$ cat src/rtl/sync_fifo_flags.sv
// Parametrised single-clock FIFO with occupancy count, programmable almost-full/almost-empty
// flags and a read-valid strobe. Define SYNC_FIFO_ERR_EN to add registered overflow/underflow pulses.
module sync_fifo_flags #(
  parameter int WIDTH     = 8,
  parameter int DEPTH     = 16,
  parameter int AF_THRESH = DEPTH - 2,
  parameter int AE_THRESH = 2
) (
  input  logic                   clk,
  input  logic                   rst,
  input  logic                   w_en,
  input  logic [WIDTH-1:0]       w_data_ip,
  input  logic                   r_en,
  output logic [WIDTH-1:0]       r_data_op,
  output logic                   r_valid,
  output logic                   empty,
  output logic                   full,
  output logic                   almost_empty,
  output logic                   almost_full,
  output logic [$clog2(DEPTH):0] count,
  output logic                   overflow,
  output logic                   underflow
);
  localparam int AW = $clog2(DEPTH);
  localparam int CW = AW + 1;
  localparam logic [CW-1:0] AF_LEVEL = CW'(AF_THRESH);
  localparam logic [CW-1:0] AE_LEVEL = CW'(AE_THRESH);

  logic [WIDTH-1:0] mem [DEPTH];
  logic [CW-1:0]    w_ptr;
  logic [CW-1:0]    r_ptr;
  logic [AW-1:0]    w_addr;
  logic [AW-1:0]    r_addr;
  logic             w_ok;
  logic             r_ok;

  assign w_addr = w_ptr[AW-1:0];
  assign r_addr = r_ptr[AW-1:0];

  // The extra pointer MSB distinguishes a full buffer from an empty one when addresses match.
  assign empty        = (w_ptr == r_ptr);
  assign full         = (w_ptr[AW] != r_ptr[AW]) && (w_addr == r_addr);
  assign count        = w_ptr - r_ptr;
  assign almost_empty = (count <= AE_LEVEL);
  assign almost_full  = (count >= AF_LEVEL);

  assign w_ok = w_en & ~full;
  assign r_ok = r_en & ~empty;

  // NOTE: non-blocking assignments so every register samples pre-edge values of its neighbours.
  always_ff @(posedge clk or posedge rst) begin
    if (rst) begin
      w_ptr     <= '0;
      r_ptr     <= '0;
      r_data_op <= '0;
      r_valid   <= 1'b0;
    end else begin
      r_valid <= r_ok;
      if (w_ok) begin
        w_ptr <= w_ptr + CW'(1);
      end
      if (r_ok) begin
        r_ptr     <= r_ptr + CW'(1);
        r_data_op <= mem[r_addr];
      end
    end
  end

  // NOTE: the storage array has no reset; pointers alone define which entries are valid.
  always_ff @(posedge clk) begin
    if (w_ok) begin
      mem[w_addr] <= w_data_ip;
    end
  end

`ifdef SYNC_FIFO_ERR_EN
  always_ff @(posedge clk or posedge rst) begin
    if (rst) begin
      overflow  <= 1'b0;
      underflow <= 1'b0;
    end else begin
      overflow  <= w_en & full;
      underflow <= r_en & empty;
    end
  end
`else
  assign overflow  = 1'b0;
  assign underflow = 1'b0;
`endif

endmodule

$ cat config.mk
export PLATFORM = sky130hd
export DESIGN_NAME = sync_fifo_flags
export DESIGN_NICKNAME = d
export VERILOG_FILES = /design/src/rtl/sync_fifo_flags.sv
export SDC_FILE = /design/constraint.sdc
export NUM_CORES = 1
export LEC_CHECK = 0
export CORE_MARGIN = 3
export CORE_UTILIZATION = 50
export CTS_BUF_LIST = sky130_fd_sc_hd__clkbuf_8
export CTS_CLUSTER_DIAMETER = 100
export DETAILED_ROUTE_END_ITERATION = 7
export DONT_BUFFER_PORTS = 1
export GPL_TIMING_DRIVEN = 0
export MAX_ROUTING_LAYER = met4
export PLACE_DENSITY = 0.66
export REMOVE_ABC_BUFFERS = 1
export SYNTH_ARGS = -nofsm -noshare
export SYNTH_HDL_FRONTEND = slang
export SYNTH_SLANG_ARGS = --single-unit
export TNS_END_PERCENT = 30
$ cat constraint.sdc
create_clock -name clk -period 3.05 [get_ports clk]
set_input_delay 0.7625 -clock clk [delete_from_list [all_inputs] [get_ports clk]]
set_output_delay 0.7625 -clock clk [all_outputs]
set_load 0.05 [all_outputs]
# After elaboration in Yosys (flattened, before gate mapping)
# Memory sizes are Yosys's and may differ from the RTL's. A register that Yosys moved wholly into a read port is not among the register bits.
# Cells that the tools add are included.
# W data, S select, Z words.
[word_totals] regBits=11 mem_bits_rw=128 output_inout_bits=20 mem_count=1
[mem_list] memory="mem" depth=16 width=8 rd=1 rd_ports_with_merged_regs=1 wr=1 line="29" source="logic [WIDTH-1:0] mem [DEPTH];"
[classes] add_sub_neg=3 n_lt_le_gt_ge=2 eq_ne=3 mux=2 n_bitwise=4 reduce_logical=1
[ops] op="$add A5 B1 Y5 const B" count=2
[ops] op="$eq A5 B5 Y1" count=1
[ops] op="$ge A5 B4 Y1 const B" count=1
[ops] op="$le A5 B2 Y1 const B" count=1
[ops] op="$sub A5 B5 Y5" count=1
[ops] op="$eq A4 B4 Y1" count=1
[ops] op="$and A1 B1 Y1" count=2
[ops] op="$mux W1" count=2
[ops] op="$not A1 Y1" count=2
[ops] op="$logic_and A1 B1 Y1" count=1
[ops] op="$ne A1 B1 Y1" count=1

# Depth between registers and ports, before layout
[depth] depth_word=6 depth_mapped=10

# Worst setup path after synthesis
# OpenSTA, ideal clock, no wires.
[synth_timing] path_kind="flip-flop to output port" start="register r_ptr[1]" end="output port almost_empty" arrival_ns=3.282 t_required_ns=2.288 setup_slack_ns=-0.995 stages_incl_launch_ff=10 path_buffers=3 path_cell_list="dfrtp_1 > buf_6 > buf_12 > buf_8 > inv_1 > fa_1 > a21o_1 > a21oi_1 > xnor2_1 > a211oi_1"
[synth_between] elab_chain_len=2
[synth_rtl] item="from (decl)" line="31" source="logic [CW-1:0] r_ptr;"
[synth_rtl] item="from (signal assigned)" line="63" source="r_ptr <= r_ptr + CW'(1);"
[synth_rtl] item="$sub A5 B5 Y5" line="43" source="assign count = w_ptr - r_ptr;"
[synth_rtl] item="net count[4]" line="20" source="output logic [$clog2(DEPTH):0] count,"
[synth_rtl] item="$le A5 B2 Y1" line="44" source="assign almost_empty = (count <= AE_LEVEL);"
[synth_rtl] item="to (decl)" line="18" source="output logic almost_empty,"
# The timed path passes the listed nets, and every way through them passes these cells.

# Worst setup path in the final report
[layout_timing] start="register r_ptr[3]" end="output port full"
[layout_between] elab_chain_len=2
[layout_rtl] item="$eq A4 B4 Y1" line="42" source="assign full = (w_ptr[AW] != r_ptr[AW]) && (w_addr == r_addr);"
[layout_rtl] item="$logic_and A1 B1 Y1" line="42"
[layout_rtl] item="to (decl)" line="17" source="output logic full,"
# Every way passes these cells.

==> impl_metrics.yaml <==
cts:
  worstSkewPairLatency_ns: 0.44
  cts_buffer_depth: 2
  cts_hold_buf: 0
  htreeDepth: 4
  cts_buffers: 17
  numClockSinks: 147
  cts_tree: "built"
  clkTransAtPathRegs_ns: 0.07
  cts_root_buffer: "clkbuf_8"
setup_path:
  path_buf_inv: 1
  crit_fanout: 15
  crit_family: "simple AND/OR/NAND/NOR gates"
  rr_worst_depth: 6
  path_cells: "inv_1 > ha_1 > nand4_1 > nor2_1"
  critPathRequiredTime_ns: 2.29
  crit_path_max_incr_delay_ns: 0.78
  crit_path_end_kind: "primary output"
  cp_slowest_cell: "nor2_1"
  arrival_ns: 2.60
  critical_path_class: "reg2out"
  cp.depth: 4
  critPathLaunchType: "flip-flop"
cells_and_area:
  fin_cells: 534
  num_antenna_cells: 0
  drive_gt1_share_pct: 19.2
  area_delta_synth_final_pct: 11.7
  utilization_pct: 58.2
  nNetsFinal: 400
synth:
  syn-cell-area_sq_um: 6070
  ys_seq_area_share_pct: 71.1
  yosysUniqueCellTypes: 44
  yosys-top-cells-area: "edfxtp_1, mux2i_1, dfrtp_1"
  netlist_instances: 366
  synthDominantCellAreaShare_pct: 63.3
  yosysTopAreaCell: "edfxtp_1"
  syn_area_per_cell_sq_um: 16.6
  ys_seq_elements: 147
  yosys_warnings: 0
global_route:
  antenna_found_initial: 0
  grt_usage_pct: 20.2
  grt_pass1_vias: 3144
  grt_first_pass_wirelength_um: 18600
  grt_overflow: 0
  grt_max_degree: 24
placement:
  gp_congestion: 0.756
  dp.cells: 493
  hpwl_um: 7170
  io_buffers: 0
timing:
  period_minus_slack_ns: 3.36
  slew_headroom_pct: 40.0
  setup_viol: 4
  fin_ws_ns: -0.310
  slew_violations: 0
  hold_viol: 0
  clock_skew_ns: 0.00871
  fmax_mhz: 298
  rsz0062_at_grt: "true"
  setup_tns_ns: -0.792
  finalCritPeriodShare_pct: 110
  tightest_slew_ns: 0.897
route:
  wl_per_cell_um: 22.6
  viasPerCell: 5.94
  via_count: 3171
  drt_iter0_drc: 323
  drt-pass1-iter-count: 4
  postRouteAntennaNets: 0
  drt-total-wl_um: 12000
  drc_errors: 0
hold_path:
  min_path_type: "in2async"
run_status:
  run_status: "finished, violations left"
  failed_checks: "negative setup slack"
die:
  rows: 39
  boundaryPins: 32
  start_util_pct: 52.1
  core_area_sq_um: 11700
  dieArea_sq_um: 13500
  chipWidth_um: 116
  die_y_um: 116
power_and_ir_drop:
  leakage_nw: 2.39
  power_mw: 7.58
  peakVddDrop_v: 0.000660
  pwr_density_cell_nw_per_um2: 1120
run:
  cap_violations: 0
-- sequential cells by signal (all words and copies together), names as in the netlist --
register,count
mem,128
r_data_op,8
r_ptr,5
r_valid,1
w_ptr,5
-- kinds of logic after synthesis --
logic type | after synthesis | share of synthesized area (%)
multiplexers | 56 | 10.9
other | 1 | 0.0618
adder cells (fa/ha/maj) | 10 | 2.18
flip-flops | 147 | 71.1
XOR/XNOR | 12 | 1.86
AO/OA/AOI/OAI | 52 | 5.69
AND/OR/NAND/NOR | 54 | 4.64
buffers and inverters | 34 | 3.54
-- repair_timing --
item | 4_1_cts | 5_1_grt
gates resized for setup | 21 | 6
setup endpoints to repair | 72 | 12
pin swaps | 5 | 4
buffers inserted | 9 | 0
-- routing by layer --
layer  vias up  global-route usage (%)  wire length, um
met3        23                    5.49              782
met4         0                    7.58              278
met5         -                       -                0
met1      1611                    27.6             5330
met2       100                    29.2             5660
li1       1437                       -                -
-- synth_stat cells, drive strengths merged --
| cell type | count |
|---|---|
| clkbuf | 4 |
| inv | 13 |
| o21ai | 12 |
| a31oi | 8 |
| a41o | 1 |
| nand4 | 4 |
| buf | 17 |
| fa | 1 |
| edfxtp | 128 |
| and3 | 4 |
| and2 | 6 |
| o22ai | 16 |
| dfrtp | 19 |
| a211oi | 1 |
| ha | 9 |
| nand3 | 3 |
| or3b | 1 |
| nor2 | 22 |
| a21oi | 1 |
| nor4 | 4 |
| mux4 | 8 |
| mux2i | 48 |
| o21a | 3 |
| nor3b | 1 |
| xnor2 | 9 |
| xor2 | 3 |
| a221oi | 8 |
| nand3b | 2 |
| nor2b | 2 |
| or3 | 1 |
| conb | 1 |
| a21o | 2 |
| nand2 | 4 |
-- final timing paths --
path                                      start                    to  slack, ns
max reg2reg                r_ptr[3]$_DFFE_PP0P_  mem[12][2]$_DFFE_PP_       0.11
max                        r_ptr[3]$_DFFE_PP0P_                  full      -0.31
min reg2reg                w_ptr[4]$_DFFE_PP0P_  w_ptr[4]$_DFFE_PP0P_       0.57
min                                         rst     r_valid$_DFF_PP0_       0.35
min in group clk                   w_data_ip[4]   mem[9][4]$_DFFE_PP_       0.42
max in group asynchronous                   rst  r_ptr[1]$_DFFE_PP0P_       2.14
-- power breakdown --
part / total (mW) / internal [mW] / switching (mW)
Sequential: 2.94 / 2.50 / 0.435
Combinational: 3.08 / 1.11 / 1.98
Clock: 1.56 / 0.900 / 0.661
Total: 7.58 / 4.51 / 3.07
-- layout by cell type (no fill, tap or decap), types with 7 or more instances in the layout --
| cell type | count |
|---|---|
| ha_1 | 7 |
| buf_4 | 9 |
| o21ai_1 | 11 |
| a31oi_1 | 8 |
| mux4_2 | 8 |
| clkbuf_8 | 22 |
| nor2_1 | 20 |
| o22ai_1 | 16 |
| edfxtp_1 | 128 |
| mux2i_1 | 48 |
| xnor2_1 | 7 |
| a221oi_1 | 8 |
| inv_1 | 16 |
| dfrtp_1 | 14 |
-- stage by stage --
stage	hold WS, ns	instance area (sq um)	setup slack (ns)
after floorplan	0.530	5910	-1.50
after global placement	0.556	6090	-2.04
after detailed placement	0.558	6150	-0.984
after CTS	0.355	6770	-0.342
after global routing	0.379	6780	-0.413
final	0.346	6780	-0.310
-- layout make-up --
| type | count | area [sq um] |
|---|---|---|
| clock buffer | 22 | 303 |
| clock inverter | 10 | 118 |
| fill | 849 | 4880 |
| inverter | 13 | 48.8 |
| multi-input combinational | 186 | 1670 |
| sequential | 147 | 4330 |
| tap | 143 | 179 |
| timing repair buffer | 13 | 136 |
No activity file was read; power rests on OpenSTA's default activity.
